`src/rtl/fwd_hazard_unit.sv`:
```
// Forwarding and load-use hazard unit: resolves decode read ports against EX, MEM and a
// short writeback history, and raises a counted stall when a read depends on a load in EX.
module fwd_hazard_unit #(
  parameter int unsigned DATA_W     = 32,
  parameter int unsigned REG_ADDR_W = 5,
  parameter int unsigned NUM_READ   = 2,
  parameter int unsigned WB_DEPTH   = 2,
  parameter int unsigned LOAD_LAT   = 1
) (
  input  logic                           clk,
  input  logic                           rst,
  input  logic [NUM_READ*REG_ADDR_W-1:0] rs_addr_cu,
  input  logic [NUM_READ-1:0]            read_en_cu,
  input  logic [REG_ADDR_W-1:0]          rd_ex,
  input  logic [DATA_W-1:0]              value_ex,
  input  logic                           register_write_ex,
  input  logic                           load_ex,
  input  logic [REG_ADDR_W-1:0]          rd_mem,
  input  logic [DATA_W-1:0]              value_mem,
  input  logic                           register_write_mem,
  input  logic [REG_ADDR_W-1:0]          rd_wb,
  input  logic [DATA_W-1:0]              value_wb,
  input  logic                           register_write_wb,
  input  logic                           flush,
  output logic [NUM_READ-1:0]            forwarding,
  output logic [NUM_READ*DATA_W-1:0]     value_fwd,
  output logic                           stall
);

  localparam int unsigned CNT_W = $clog2(LOAD_LAT + 1);

  typedef enum logic {
    IDLE     = 1'b0,
    STALLING = 1'b1
  } state_e;

  state_e                state_q, state_d;
  logic [CNT_W-1:0]      cnt_q, cnt_d;
  logic [WB_DEPTH-1:0]   hist_vld_q, hist_vld_d;
  logic [REG_ADDR_W-1:0] hist_rd_q  [WB_DEPTH];
  logic [REG_ADDR_W-1:0] hist_rd_d  [WB_DEPTH];
  logic [DATA_W-1:0]     hist_val_q [WB_DEPTH];
  logic [DATA_W-1:0]     hist_val_d [WB_DEPTH];

  logic                  hazard_c;
  logic [REG_ADDR_W-1:0] rs_c;
  logic                  hist_hit_c;
  logic [DATA_W-1:0]     hist_val_c;

  // Writeback history: entry 0 is newest, the oldest falls off the end
  always_comb begin
    hist_vld_d[0] = register_write_wb && (rd_wb != '0);
    hist_rd_d[0]  = rd_wb;
    hist_val_d[0] = value_wb;
    for (int i = 1; i < int'(WB_DEPTH); i++) begin
      hist_vld_d[i] = hist_vld_q[i-1];
      hist_rd_d[i]  = hist_rd_q[i-1];
      hist_val_d[i] = hist_val_q[i-1];
    end
  end

  // Per-port source selection; a matching load in EX blocks older (stale) sources
  always_comb begin
    forwarding = '0;
    value_fwd  = '0;
    hazard_c   = 1'b0;
    rs_c       = '0;
    hist_hit_c = 1'b0;
    hist_val_c = '0;
    for (int k = 0; k < int'(NUM_READ); k++) begin
      rs_c       = rs_addr_cu[k*REG_ADDR_W +: REG_ADDR_W];
      hist_hit_c = 1'b0;
      hist_val_c = '0;
      for (int i = int'(WB_DEPTH) - 1; i >= 0; i--) begin
        if (!rst && hist_vld_q[i] && (hist_rd_q[i] == rs_c)) begin
          hist_hit_c = 1'b1;
          hist_val_c = hist_val_q[i];
        end
      end
      if (read_en_cu[k] && (rs_c != '0)) begin
        if (register_write_ex && (rd_ex == rs_c)) begin
          if (load_ex) begin
            hazard_c = 1'b1;
          end else begin
            forwarding[k]                   = 1'b1;
            value_fwd[k*DATA_W +: DATA_W] = value_ex;
          end
        end else if (register_write_mem && (rd_mem == rs_c)) begin
          forwarding[k]                   = 1'b1;
          value_fwd[k*DATA_W +: DATA_W] = value_mem;
        end else if (hist_hit_c) begin
          forwarding[k]                   = 1'b1;
          value_fwd[k*DATA_W +: DATA_W] = hist_val_c;
        end
      end
    end
  end

  // Stall FSM: first stall cycle is combinational from IDLE, the rest are counted out
  always_comb begin
    state_d = state_q;
    cnt_d   = cnt_q;
    stall   = 1'b0;
    if (rst || flush) begin
      state_d = IDLE;
      cnt_d   = '0;
    end else begin
      case (state_q)
        IDLE: begin
          if (hazard_c) begin
            stall = 1'b1;
            if (LOAD_LAT > 1) begin
              state_d = STALLING;
              cnt_d   = CNT_W'(LOAD_LAT - 1);
            end
          end
        end
        STALLING: begin
          stall = 1'b1;
          cnt_d = cnt_q - CNT_W'(1);
          if (cnt_q <= CNT_W'(1)) begin
            state_d = IDLE;
            cnt_d   = '0;
          end
        end
        default: begin
          state_d = IDLE;
          cnt_d   = '0;
        end
      endcase
    end
  end

  always_ff @(posedge clk) begin
    if (rst) begin
      state_q    <= IDLE;
      cnt_q      <= '0;
      hist_vld_q <= '0;
    end else begin
      state_q    <= state_d;
      cnt_q      <= cnt_d;
      hist_vld_q <= hist_vld_d;
    end
    hist_rd_q  <= hist_rd_d;
    hist_val_q <= hist_val_d;
  end

endmodule
```
`config.mk`:
```
export PLATFORM = sky130hd
export DESIGN_NAME = fwd_hazard_unit
export DESIGN_NICKNAME = d
export VERILOG_FILES = /design/src/rtl/fwd_hazard_unit.sv
export SDC_FILE = /design/constraint.sdc
export NUM_CORES = 1
export LEC_CHECK = 0
export CELL_PAD_IN_SITES_DETAIL_PLACEMENT = 1
export CELL_PAD_IN_SITES_GLOBAL_PLACEMENT = 1
export CORE_ASPECT_RATIO = 1.5
export CORE_MARGIN = 4
export CORE_UTILIZATION = 30
export DETAILED_ROUTE_END_ITERATION = 16
export PLACE_DENSITY = 0.85
export SKIP_LAST_GASP = 1
export SYNTH_ARGS = -nofsm -noshare
export SYNTH_HDL_FRONTEND = slang
export SYNTH_SLANG_ARGS = --single-unit
```
`constraint.sdc`:
```
create_clock -name clk -period 3.5 [get_ports clk]
set_input_delay 0.35 -clock clk [delete_from_list [all_inputs] [get_ports clk]]
set_output_delay 0.35 -clock clk [all_outputs]
set_load 0.03 [all_outputs]
```
==> results of run 1 <==
-- metal layers --
metal	global-route usage	up-vias	share of wire
met5	0	-	0
met4	0.156	0	0.060
met3	0.0238	80	0.044
met2	0.420	221	0.54
met1	0.226	2684	0.36
li1	-	2586	-
-- stage by stage --
stage	cell area, sq um	setup WS, ps	util	power (mW)	std cells
2_1_floorplan	4910	954	-	1.16	617
3_3_place_gp	6910	394	0.429	1.40	975
3_5_place_dp	6910	360	0.429	1.41	975
4_1_cts	7250	345	0.450	2.48	990
5_1_grt	7250	195	0.450	2.55	991
6_report	7250	327	0.450	2.45	992
-- registers in the layout (all words and copies together), names as in the netlist --
signal / flops
hist_val_d: 32
hist_rd_d: 5
hist_val_q: 32
hist_rd_q: 5
hist_vld_q: 2
-- critical path, stage by stage --
cell and delay (ps):
sky130_fd_sc_hd__clkdlybuf4s50_1 570, sky130_fd_sc_hd__or4_1 620, sky130_fd_sc_hd__o21a_1 460, sky130_fd_sc_hd__buf_4 350, sky130_fd_sc_hd__o21ai_0 170, sky130_fd_sc_hd__a21oi_1 130
sky130_fd_sc_hd__buf_12 170
-- power groups by stage --
stage | sequential, mW | combinational, mW | clock [mW]
after floorplan | 0.951 | 0.208 | 0
after global placement | 0.958 | 0.437 | 0
after detailed placement | 0.960 | 0.446 | 0
after CTS | 0.941 | 0.448 | 1.09
after global routing | 0.947 | 0.478 | 1.12
final | 0.941 | 0.447 | 1.06
-- worst min-delay path by stage --
stage / cells past startpoint / slack [ps] / endpoint / from
6_report: 0 / 360 / hist_val_q[21] / hist_val_d[21]
2_1_floorplan: 0 / 340 / hist_val_q[0] / hist_val_d[0]
4_1_cts: 0 / 360 / hist_val_q[12] / hist_val_d[12]
3_3_place_gp: 0 / 350 / hist_val_q[12] / hist_val_d[12]
5_1_grt: 0 / 370 / hist_val_q[28] / hist_val_d[28]
3_5_place_dp: 0 / 350 / hist_val_q[12] / hist_val_d[12]
-- cell usage in the layout, fill, tap and decap left out, types with 3 or more instances in the layout --
cell type,n
sky130_fd_sc_hd__a21oi_1,64
sky130_fd_sc_hd__nand3_1,34
sky130_fd_sc_hd__and2_1,3
sky130_fd_sc_hd__or4_1,3
sky130_fd_sc_hd__o21ai_0,64
sky130_fd_sc_hd__nor2_1,4
sky130_fd_sc_hd__dfxtp_1,76
sky130_fd_sc_hd__nor4_1,3
sky130_fd_sc_hd__clkdlybuf4s50_1,128
sky130_fd_sc_hd__xnor2_1,22
sky130_fd_sc_hd__a21boi_0,32
sky130_fd_sc_hd__nand4_1,5
sky130_fd_sc_hd__bufinv_16,3
sky130_fd_sc_hd__nor2b_1,65
sky130_fd_sc_hd__clkbuf_16,9
sky130_fd_sc_hd__nand2_1,35
sky130_fd_sc_hd__buf_4,91
sky130_fd_sc_hd__o221ai_1,32
sky130_fd_sc_hd__and3_1,35
sky130_fd_sc_hd__a311oi_2,10
sky130_fd_sc_hd__buf_12,4
sky130_fd_sc_hd__xor2_1,18
sky130_fd_sc_hd__a311oi_1,22
-- cell usage after synthesis, drive strengths merged --
master,instances
o221ai,32
nor2,6
a311oi,32
o21a,2
nand2b,1
nand2,35
a221oi,1
nand3b,1
a211oi,2
or4,3
inv,2
and3,35
o22ai,1
nor3,2
nor3b,1
nand3,34
nor4,5
nand4,5
nor2b,65
xor2,18
buf,41
o21ai,64
dfxtp,76
a21boi,32
and2,4
clkbuf,31
xnor2,22
a21oi,64
-- area by class of cell --
class | count | share of cell area
Timing Repair Buffer | 224 | 0.283
Clock buffer | 10 | 0.0330
Tap cell | 206 | 0.0355
Multi-Input combinational cell | 467 | 0.424
Antenna cell | 2 | 0.000690
Inverter | 2 | 0.00104
Clock inverter | 5 | 0.0138
Sequential cell | 76 | 0.210
-- logic make-up (layout without fill, tap and decap cells) --
family                 Yosys count  after routing
AO/OA/AOI/OAI                  230            230
buffers and inverters           74            241
flip-flops                      76             76
AND/OR/NAND/NOR                197            197
other                            0              2
XOR/XNOR                        40             40
==> summary.md, run 1 <==
| Metric | Value |
|---|---|
| Top area cells in the synthesized netlist | sky130_fd_sc_hd__dfxtp_1 31%, sky130_fd_sc_hd__nor2b_1 8.3%, sky130_fd_sc_hd__a21oi_1 6.5% |
| Final hold slack | approximately 360 ps |
| Area share of fa/ha/maj cells after synthesis | 0 |
| Nets | approximately 900 |
| Biggest area consumer among synthesized cells | sky130_fd_sc_hd__dfxtp_1 |
| Detailed Routing Iterations Pass 1 | 4 |
| Synthesized area per cell | ~8 sq um |
| Mapped Cells | between 600 and 700 |
| Highest clock rate | roughly 320 MHz |
| Drt wl/cell | 21.4 microns |
| Wire length of the first global-routing pass | ~32000 microns |
| Switching power | 599 uW |
| Number of placed I/O pins | ~200 |
| Reg2reg path depth | 1 |
| Inserted Clock Buffers | 9 |
| Count of hold buffers inserted by post-cts repair | 0 |
| Site Rows | 57 |
| Final weighted congestion of routability-driven global placement | 0.842 |
| Worst setup path category | in2out |
| Count of antenna-violating nets left after detailed routing | 0 |
| TritonCTS clock tree | built |
| Mapped cell area | 4910 sq um |
| Routed vias/inst | about 5.6 |
| Pin count of the biggest net entering global routing | between 40 and 50 |
| Power density relative to cell area | 338 nW/um^2 |
| End of the critical path | value_fwd[33] |
| Required time worst endpoint | between 3000 and 4000 ps |
| Top-area cell type share of the netlist area | 0.310 |
| Drt total wl | 21300 microns |
| Maximum clock path buffer count | 2 |
| Remaining routing DRC violations | 0 |
| Horizontal die dimension | ~110 microns |
| Max-cap viol count | 0 |
| Gate power share | 0.182 |
| Input/output buffers | just under 200 |
| Data arrival time at the worst-slack endpoint | between 2000 and 3000 ps |
| Category of the worst setup path launch point | input port |
| Grt ovf | 0 |
| Dominant combinational cell family by area after synthesis | compound AO/OA/AOI/OAI gates |
| Via count of the first global-routing pass | slightly above 6000 |
| Syn Nets | around 750 |
| Worst min path class | reg2reg |
| IR Drop Worst-Case VDD | ~0.00019 V |
| Post_cts resized | 0 |
| Final-report setup violation count | 0 |
| DIE AREA | ~19000 sq um |
| H-tree depth reported by CTS | 3 |
| Setup Total Neg Slack | 0 ps |
| Post-synthesis cell type count | 37 |
| Post-detailed-placement half-perimeter wirelength | ~15000 microns |
| Share of layout cells above drive strength 1 | 0.165 |
| Synthesis Warnings | 0 |
| Clock-pin slew on the worst setup and hold paths | ~50 ps |
| Power share of the sequential group | 0.384 |
| GRT Overall Usage | 0.222 |
| Area of combinational cells with multiple inputs | 3070 sq um |
| Post-CTS setup buffers | 0 |
| Part of the power in the clock network | 0.433 |
| Proportion of total power due to net switching | 0.245 |
| Sequential element share of the synthesized area | 0.310 |
| Vias | roughly 5600 |
| Placeable core region | approximately 16000 sq um |
| Antenna violations before repair | 1 |
| Slew at the pin with the worst max-slew slack | between 700 and 800 ps |
| Area occupied by registers | 1520 sq um |
| Setup crit end kind | output port |
| Minimum period implied by the final worst setup slack | roughly 3200 ps |
| Compound-cell area share of the yosys netlist | 0.317 |
| Simple-gate area share of the yosys netlist | 0.230 |
| Initial Utilization | 0.304 |
| Maximum fanout along the worst path | 18 |
| First DRT Iteration DRCs | between 150 and 200 |
| Clock root cell | sky130_fd_sc_hd__clkbuf_16 |
| Unrepaired setup endpoints after global routing | no |
| Number of filler cells placed in the layout | approximately 1900 |
| Worst setup skew after layout | 8.86 ps |
| Synthesized flop and latch total | 76 |
| Worst reg2reg startpoint | hist_vld_q[0] |
| Leakage component of the power | 2.69 nW |
| Register-to-register setup slack | around 2900 ps |
| Sink Count | 76 |
| Relative slew margins | 0.513 |
| Internal power | ~1.9 mW |
| Start point of the critical path | rs_addr_cu[6] |
| Period Utilization, post-route | 0.907 |
| Endpoint of the worst register-to-register path | hist_vld_q[1] |
| Result of the run | completed |
| Chip Height | about 160 microns |
| Pins Over Slew Limit | 0 |
| Share of the synthesized netlist area taken by xor and xnor gates | 0.0714 |
| Final hold violation count | 0 |
| Area growth from synthesis to final layout | 47.8% |
| Insertion delay of the later-clocked pin in the worst-skew pair | between 300 and 400 ps |
| Fraction of synthesized area in multiplexers | 0 |
No activity file was read; power rests on OpenSTA's default activity.
==> run 2: changes to the inputs <==
--- a/config.mk
+++ b/config.mk
@@ -5,13 +5,14 @@
 export SDC_FILE = /design/constraint.sdc
 export NUM_CORES = 1
 export LEC_CHECK = 0
+export ABC_AREA = 1
 export CELL_PAD_IN_SITES_DETAIL_PLACEMENT = 1
 export CELL_PAD_IN_SITES_GLOBAL_PLACEMENT = 1
 export CORE_ASPECT_RATIO = 1.5
 export CORE_MARGIN = 4
 export CORE_UTILIZATION = 30
 export DETAILED_ROUTE_END_ITERATION = 16
-export PLACE_DENSITY = 0.85
+export PLACE_DENSITY = 0.89
 export SKIP_LAST_GASP = 1
 export SYNTH_ARGS = -nofsm -noshare
 export SYNTH_HDL_FRONTEND = slang
==> run 2 against run 1 <==
Sequential power up 0.4%. Sequential share of layout area down 1.7 points. Non-clock buffer count up 3. Sequential cell count unchanged. Clock power down 8%. Power about the same. Die area up 10%. Combinational power up 18%.
==> summary.md, run 2 <==
| Metric | Value |
|---|---|
| Result of the run | completed |
| Wire length of the first global-routing pass | around 37000 microns |
| Minimum period implied by the final worst setup slack | ~3200 ps |
| Leading cell types in the layout, fill and taps excluded | 375 x sky130_fd_sc_hd__nand2_1, 228 x sky130_fd_sc_hd__nor2_1, 137 x sky130_fd_sc_hd__clkdlybuf4s50_1 |
| Antenna cell count | 0 |
| Clock-pin slew on the worst setup and hold paths | approximately 60 ps |
| Syn Nets | roughly 1200 |
| EDFF count, synth | 0 |
| Required time worst endpoint | ~3200 ps |
| Setup crit end kind | output port |
| Worst reg2reg startpoint | hist_vld_q[0] |
| Mapped Cells | about 1000 |
| Start point of the critical path | rs_addr_cu[3] |
| Top-area cell type share of the netlist area | 0.280 |
| TritonCTS clock tree | built |
| Most common cell in the netlist | sky130_fd_sc_hd__nand2_1 |
| Nets | approximately 1300 |
| H-tree depth reported by CTS | 3 |
| Leakage component of the power | 3.90 nW |
| Power density relative to cell area | ~310 nW/um^2 |
| Unrepaired setup endpoints after global routing | no |
| Final hold violation count | 0 |
| DIE AREA | 20400 sq um |
| Antenna violations before repair | 0 |
| First DRT Iteration DRCs | 245 |
| Via count of the first global-routing pass | about 7200 |
| Share of layout cells above drive strength 1 | 0.105 |
| Final hold slack | 363 ps |
| Highest clock rate | approximately 310 MHz |
| Input/output buffers | approximately 200 |
| Commonest non-fill, non-tap cell in the layout | sky130_fd_sc_hd__nand2_1 |
| Clock root cell | sky130_fd_sc_hd__clkbuf_16 |
| Chip Height | approximately 170 microns |
| Drt total wl | 23000 microns |
| Max-cap viol count | 0 |
| Count of antenna-violating nets left after detailed routing | 0 |
| Mapped cell area | about 5400 sq um |
| Setup Total Neg Slack | 0 ps |
| Synth async-reset ratio | 0 |
| Count of hold buffers inserted by post-cts repair | 0 |
| Synthesized flop and latch total | 76 |
| Period Utilization, post-route | 0.913 |
| Relative slew margins | 0.646 |
| Category of the worst setup path launch point | input port |
| Detailed Routing Iterations Pass 1 | 4 |
| Post-synthesis cell type count | 25 |
| Worst setup path category | in2out |
| Pins Over Slew Limit | 0 |
| Placeable core region | 17900 sq um |
| Slew at the pin with the worst max-slew slack | ~530 ps |
| Site Rows | 60 |
| Maximum clock path buffer count | 2 |
| Top cells by instance count after synthesis | 375 x sky130_fd_sc_hd__nand2_1, 229 x sky130_fd_sc_hd__nor2_1, 94 x sky130_fd_sc_hd__inv_1 |
| Inserted Clock Buffers | 9 |
| Endpoint of the worst register-to-register path | hist_vld_q[1] |
| Worst min path class | reg2reg |
| Number of placed I/O pins | between 150 and 200 |
| GRT Overall Usage | 0.220 |
| Post-detailed-placement half-perimeter wirelength | about 18000 microns |
| IR Drop Worst-Case VDD | 0.000253 V |
| Pin count of the biggest net entering global routing | 39 |
| Synthesized area per cell | ~5.3 sq um |
| Biggest area consumer among synthesized cells | sky130_fd_sc_hd__dfxtp_1 |
| Primary FF master, synth | sky130_fd_sc_hd__dfxtp_1 |
| Data arrival time at the worst-slack endpoint | 2840 ps |
| Initial Utilization | 0.304 |
| Sequential element share of the synthesized area | 0.280 |
| Reg2reg path depth | 3 |
| Maximum fanout along the worst path | 14 |
| Routed vias/inst | between 4 and 5 |
| Horizontal die dimension | 118 microns |
| Area growth from synthesis to final layout | 45.1% |
| Post-CTS setup buffers | 0 |
| Remaining routing DRC violations | 0 |
| Synthesis Warnings | 0 |
| Final cell utilization of the core | 0.441 |
| Worst setup skew after layout | 8.49 ps |
| Insertion delay of the later-clocked pin in the worst-skew pair | around 340 ps |
| Register-to-register setup slack | roughly 2800 ps |
| Drt wl/cell | 16.1 microns |
| End of the critical path | value_fwd[20] |
| Sink Count | 76 |
| Vias | about 7000 |
| Post_cts resized | 0 |
| Grt ovf | 0 |
| Final-report setup violation count | 0 |
| Top area cells in the synthesized netlist | sky130_fd_sc_hd__dfxtp_1 28%, sky130_fd_sc_hd__nand2_1 26%, sky130_fd_sc_hd__nor2_1 16% |
| Final weighted congestion of routability-driven global placement | 0.918 |
==> run 2: changes by cell type in the layout (fill, tap and decap cells not counted), sizes merged, moves of 21 or more <==
cell | before | now
o21ai | 64 | 40
a21boi | 32 | 0
xnor2 | 22 | 1
nand2 | 35 | 375
nor2 | 6 | 230
nor2b | 65 | 0
inv | 2 | 104
and3 | 35 | 2
a311oi | 32 | 0
o221ai | 32 | 0
==> run 2: cells by family after synthesis <==
kind of cell | synth area share
AOI/OAI and AO/OA | 0.102
xor gates and xnor gates | 0.00806
buffers and inverters | 0.129
DFF | 0.280
and+or+nand+nor | 0.481
==> run 2: through the flow <==
| step | total power [mW] | cells | instance area, sq um | setup slack [ps] |
|---|---|---|---|---|
| 6_report | 2.45 | 1424 | 7880 | 306 |
| 5_1_grt | 2.55 | 1424 | 7880 | 123 |
| 4_1_cts | 2.46 | 1424 | 7880 | 314 |
| 3_5_place_dp | 1.49 | 1408 | 7570 | 319 |
| 3_3_place_gp | 1.48 | 1408 | 7570 | 389 |
| 2_1_floorplan | 1.20 | 1020 | 5430 | 1360 |
==> run 2: layer usage <==
| metal | up-vias | wire (microns) | global-route usage |
|---|---|---|---|
| met1 | 3285 | 8920 | 0.231 |
| met2 | 174 | 12300 | 0.434 |
| met5 | - | 0 | 0 |
| met3 | 48 | 841 | 0.0285 |
| met4 | 0 | 862 | 0.0914 |
| li1 | 3462 | - | - |
==> run 2: critical path: stages <==
cell and delay [ps]:
sky130_fd_sc_hd__clkdlybuf4s50_1 620, sky130_fd_sc_hd__inv_2 100, sky130_fd_sc_hd__a21oi_1 170, sky130_fd_sc_hd__nand4_1 160, sky130_fd_sc_hd__nor3_4 230, sky130_fd_sc_hd__buf_4 250
sky130_fd_sc_hd__nor2_1 70, sky130_fd_sc_hd__a21oi_1 180, sky130_fd_sc_hd__clkdlybuf4s50_1 700
==> run 2: layout make-up <==
cell class	count	area, sq um
Multi-Input combinational cell	783	3270
Timing Repair Buffer	227	2110
Clock buffer	11	253
Sequential cell	76	1520
Fill cell	2487	9990
Tap cell	217	272
Inverter	105	394
Clock inverter	5	60.1
==> run 2: worst min path at each step <==
stage / startpoint / to / slack [ps] / cells after the start
floorplan: hist_rd_d[3] / hist_rd_q[3] / 350 / 0
global placement: hist_val_d[11] / hist_val_q[11] / 360 / 0
detailed placement: hist_val_d[10] / hist_val_q[10] / 360 / 0
CTS: hist_val_d[10] / hist_val_q[10] / 370 / 0
global route: hist_val_d[10] / hist_val_q[10] / 370 / 0
finish: hist_val_d[13] / hist_val_q[13] / 360 / 0
==> run 2: power breakdown <==
part	switching [mW]	leakage (nW)	internal, mW	total, mW
Combinational	0.284	3.10	0.243	0.527
Clock	0.384	0.152	0.593	0.977
Sequential	0.0326	0.641	0.912	0.945
Total	0.700	3.90	1.75	2.45
==> run 3: changes to the inputs <==
==> constraint.sdc (replaced) <==
create_clock -name clk -period 3.9 [get_ports clk]
set_input_delay 0.39 -clock clk [delete_from_list [all_inputs] [get_ports clk]]
set_output_delay 0.39 -clock clk [all_outputs]
set_load 0.03 [all_outputs]
==> run 3 against run 2 <==
Sequential cell count stayed put. Sequential share of layout area is 0.080 points higher. Clock power is 7.8% lower. Combinational power is 12% lower. Sequential power is 10% lower. Highest routed layer unchanged.
==> summary.md, run 3 (synthesis results as in run 2) <==
| Metric | Value |
|---|---|
| Worst setup path category | in2out |
| Area occupied by registers | approximately 1500 sq um |
| Count of hold buffers inserted by post-cts repair | 0 |
| Post_cts resized | 0 |
| Register-to-register setup slack | approximately 3200 ps |
| Placeable core region | approximately 18000 sq um |
| Initial Utilization | 0.304 |
| Worst-case setup margin in the final layout | between 500 and 600 ps |
| Leakage component of the power | between 3 and 4 nW |
| GRT Overall Usage | 0.222 |
| Horizontal die dimension | approximately 120 microns |
| Nets | 1326 |
| Commonest non-fill, non-tap cell in the layout | sky130_fd_sc_hd__nand2_1 |
| Final weighted congestion of routability-driven global placement | ~0.88 |
| Routed vias/inst | approximately 4.9 |
| Result of the run | completed |
| Pins Over Slew Limit | 0 |
| Worst-case setup slack after placement | ~470 ps |
| Highest clock rate | 294 MHz |
| Number of standard cells in the final layout excluding fillers | roughly 1400 |
| Via count of the first global-routing pass | 7292 |
| Maximum clock path buffer count | 2 |
| Number of filler cells placed in the layout | around 2500 |
| Internal power | approximately 1.6 mW |
| Insertion delay of the later-clocked pin in the worst-skew pair | 340 ps |
| Vias | just under 7000 |
| Drt total wl | 22900 microns |
| Remaining routing DRC violations | 0 |
| Worst setup skew after layout | around 6.4 ps |
| Worst min path class | reg2reg |
| Pin count of the biggest net entering global routing | 39 |
| H-tree depth reported by CTS | 3 |
| DIE AREA | approximately 20000 sq um |
| Site Rows | 60 |
| Setup Total Neg Slack | 0 ps |
| Final Total Pwr | between 2 and 2.5 mW |
| Clock-pin slew on the worst setup and hold paths | 60 ps |
| Post-detailed-placement half-perimeter wirelength | between 15000 and 20000 microns |
| Grt ovf | 0 |
| IR Drop Worst-Case VDD | approximately 0.00019 V |
| Input/output buffers | 196 |
| Post-CTS setup buffers | 0 |
| Unrepaired setup endpoints after global routing | no |
| Switching power | approximately 620 uW |
| Area of combinational cells with multiple inputs | approximately 3300 sq um |
| Share of layout cells above drive strength 1 | 0.0824 |
| Sink Count | 76 |
| Number of placed I/O pins | around 200 |
| Gate power share | 0.210 |
| Category of the worst setup path launch point | input port |
| Inserted Clock Buffers | 9 |
| Area growth from synthesis to final layout | 44.5% |
| Maximum fanout along the worst path | 34 |
| Count of antenna-violating nets left after detailed routing | 0 |
| Proportion of total power due to net switching | 0.279 |
| Relative slew margins | 0.703 |
| Period Utilization, post-route | 0.871 |
| Setup crit end kind | output port |
| Antenna violations before repair | 2 |
| Chip Height | between 150 and 200 microns |
| Final-report setup violation count | 0 |
| Clock root cell | sky130_fd_sc_hd__clkbuf_16 |
| Wire length of the first global-routing pass | around 37000 microns |
| First DRT Iteration DRCs | around 280 |
| Minimum period implied by the final worst setup slack | about 3400 ps |
| Slew at the pin with the worst max-slew slack | around 450 ps |
| Drt wl/cell | 16.1 microns |
| Max-cap viol count | 0 |
| Final cell utilization of the core | 0.439 |
| Placed cell count | around 1400 |
| Final hold violation count | 0 |
| TritonCTS clock tree | built |
| Data arrival time at the worst-slack endpoint | around 3000 ps |
| Detailed Routing Iterations Pass 1 | 4 |
| Required time worst endpoint | ~3500 ps |
| Leading cell types in the layout, fill and taps excluded | 375 x sky130_fd_sc_hd__nand2_1, 228 x sky130_fd_sc_hd__nor2_1, 156 x sky130_fd_sc_hd__clkdlybuf4s50_1 |
| Part of the power in the clock network | 0.407 |
| Power density relative to cell area | approximately 280 nW/um^2 |
| Power share of the sequential group | 0.383 |
## run 3: cell types whose count changed in the layout (fill, tap and decap cells not counted), sizes merged
cell           delta
clkbuf            +1
diode             +2
clkinv            -1
clkdlybuf4s50    +19
clkinvlp          -1
buf              -25
bufinv            +1
## run 3: worst max-delay path, cell delays in order
cell                              delay, ps
sky130_fd_sc_hd__clkdlybuf4s50_1        650
sky130_fd_sc_hd__inv_2                  110
sky130_fd_sc_hd__a21oi_1                140
sky130_fd_sc_hd__nand4_1                140
sky130_fd_sc_hd__nor3_4                 170
sky130_fd_sc_hd__buf_4                  360
sky130_fd_sc_hd__nor2_1                  90
sky130_fd_sc_hd__a21oi_1                240
sky130_fd_sc_hd__clkdlybuf4s50_1        710
## run 3: area by class of cell
| class | instances | share of cell area |
|---|---|---|
| inverter | 105 | 0.0502 |
| tap | 217 | 0.0346 |
| clock inverter | 4 | 0.00941 |
| sequential | 76 | 0.194 |
| timing repair buffer | 221 | 0.264 |
| antenna | 2 | 0.000638 |
| multi-input combinational | 783 | 0.417 |
| clock buffer | 12 | 0.0301 |
## run 3: layer usage
metal / track usage / vias up / share of wire
li1: - / 3447 / -
met1: 0.251 / 3238 / 0.40
met2: 0.416 / 191 / 0.53
met3: 0.0239 / 54 / 0.033
met4: 0.0944 / 0 / 0.036
met5: 0 / - / 0
## run 3: power groups by stage
stage	Combinational (mW)	Clock [mW]	Sequential [mW]
after floorplan	0.222	0	0.855
after global placement	0.456	0	0.863
after detailed placement	0.465	0	0.865
after CTS	0.469	0.912	0.848
after global routing	0.510	0.954	0.853
final	0.465	0.901	0.848
## run 3: path summary, 6_finish.rpt
kind / startpoint / end / depth (start not counted)
setup / recovery: rs_addr_cu[3] / value_fwd[3] / 9
hold / removal: hist_val_d[3] / hist_val_q[3] / 0
setup reg to reg: hist_vld_q[0] / hist_vld_q[1] / 2
hold reg to reg: hist_val_d[3] / hist_val_q[3] / 0
## run 3: stage by stage
stage | cell area (sq um) | hold WS, ps
6_report | 7850 | 366
5_1_grt | 7850 | 380
4_1_cts | 7840 | 369
3_5_place_dp | 7530 | 363
3_3_place_gp | 7530 | 355
2_1_floorplan | 5430 | 351
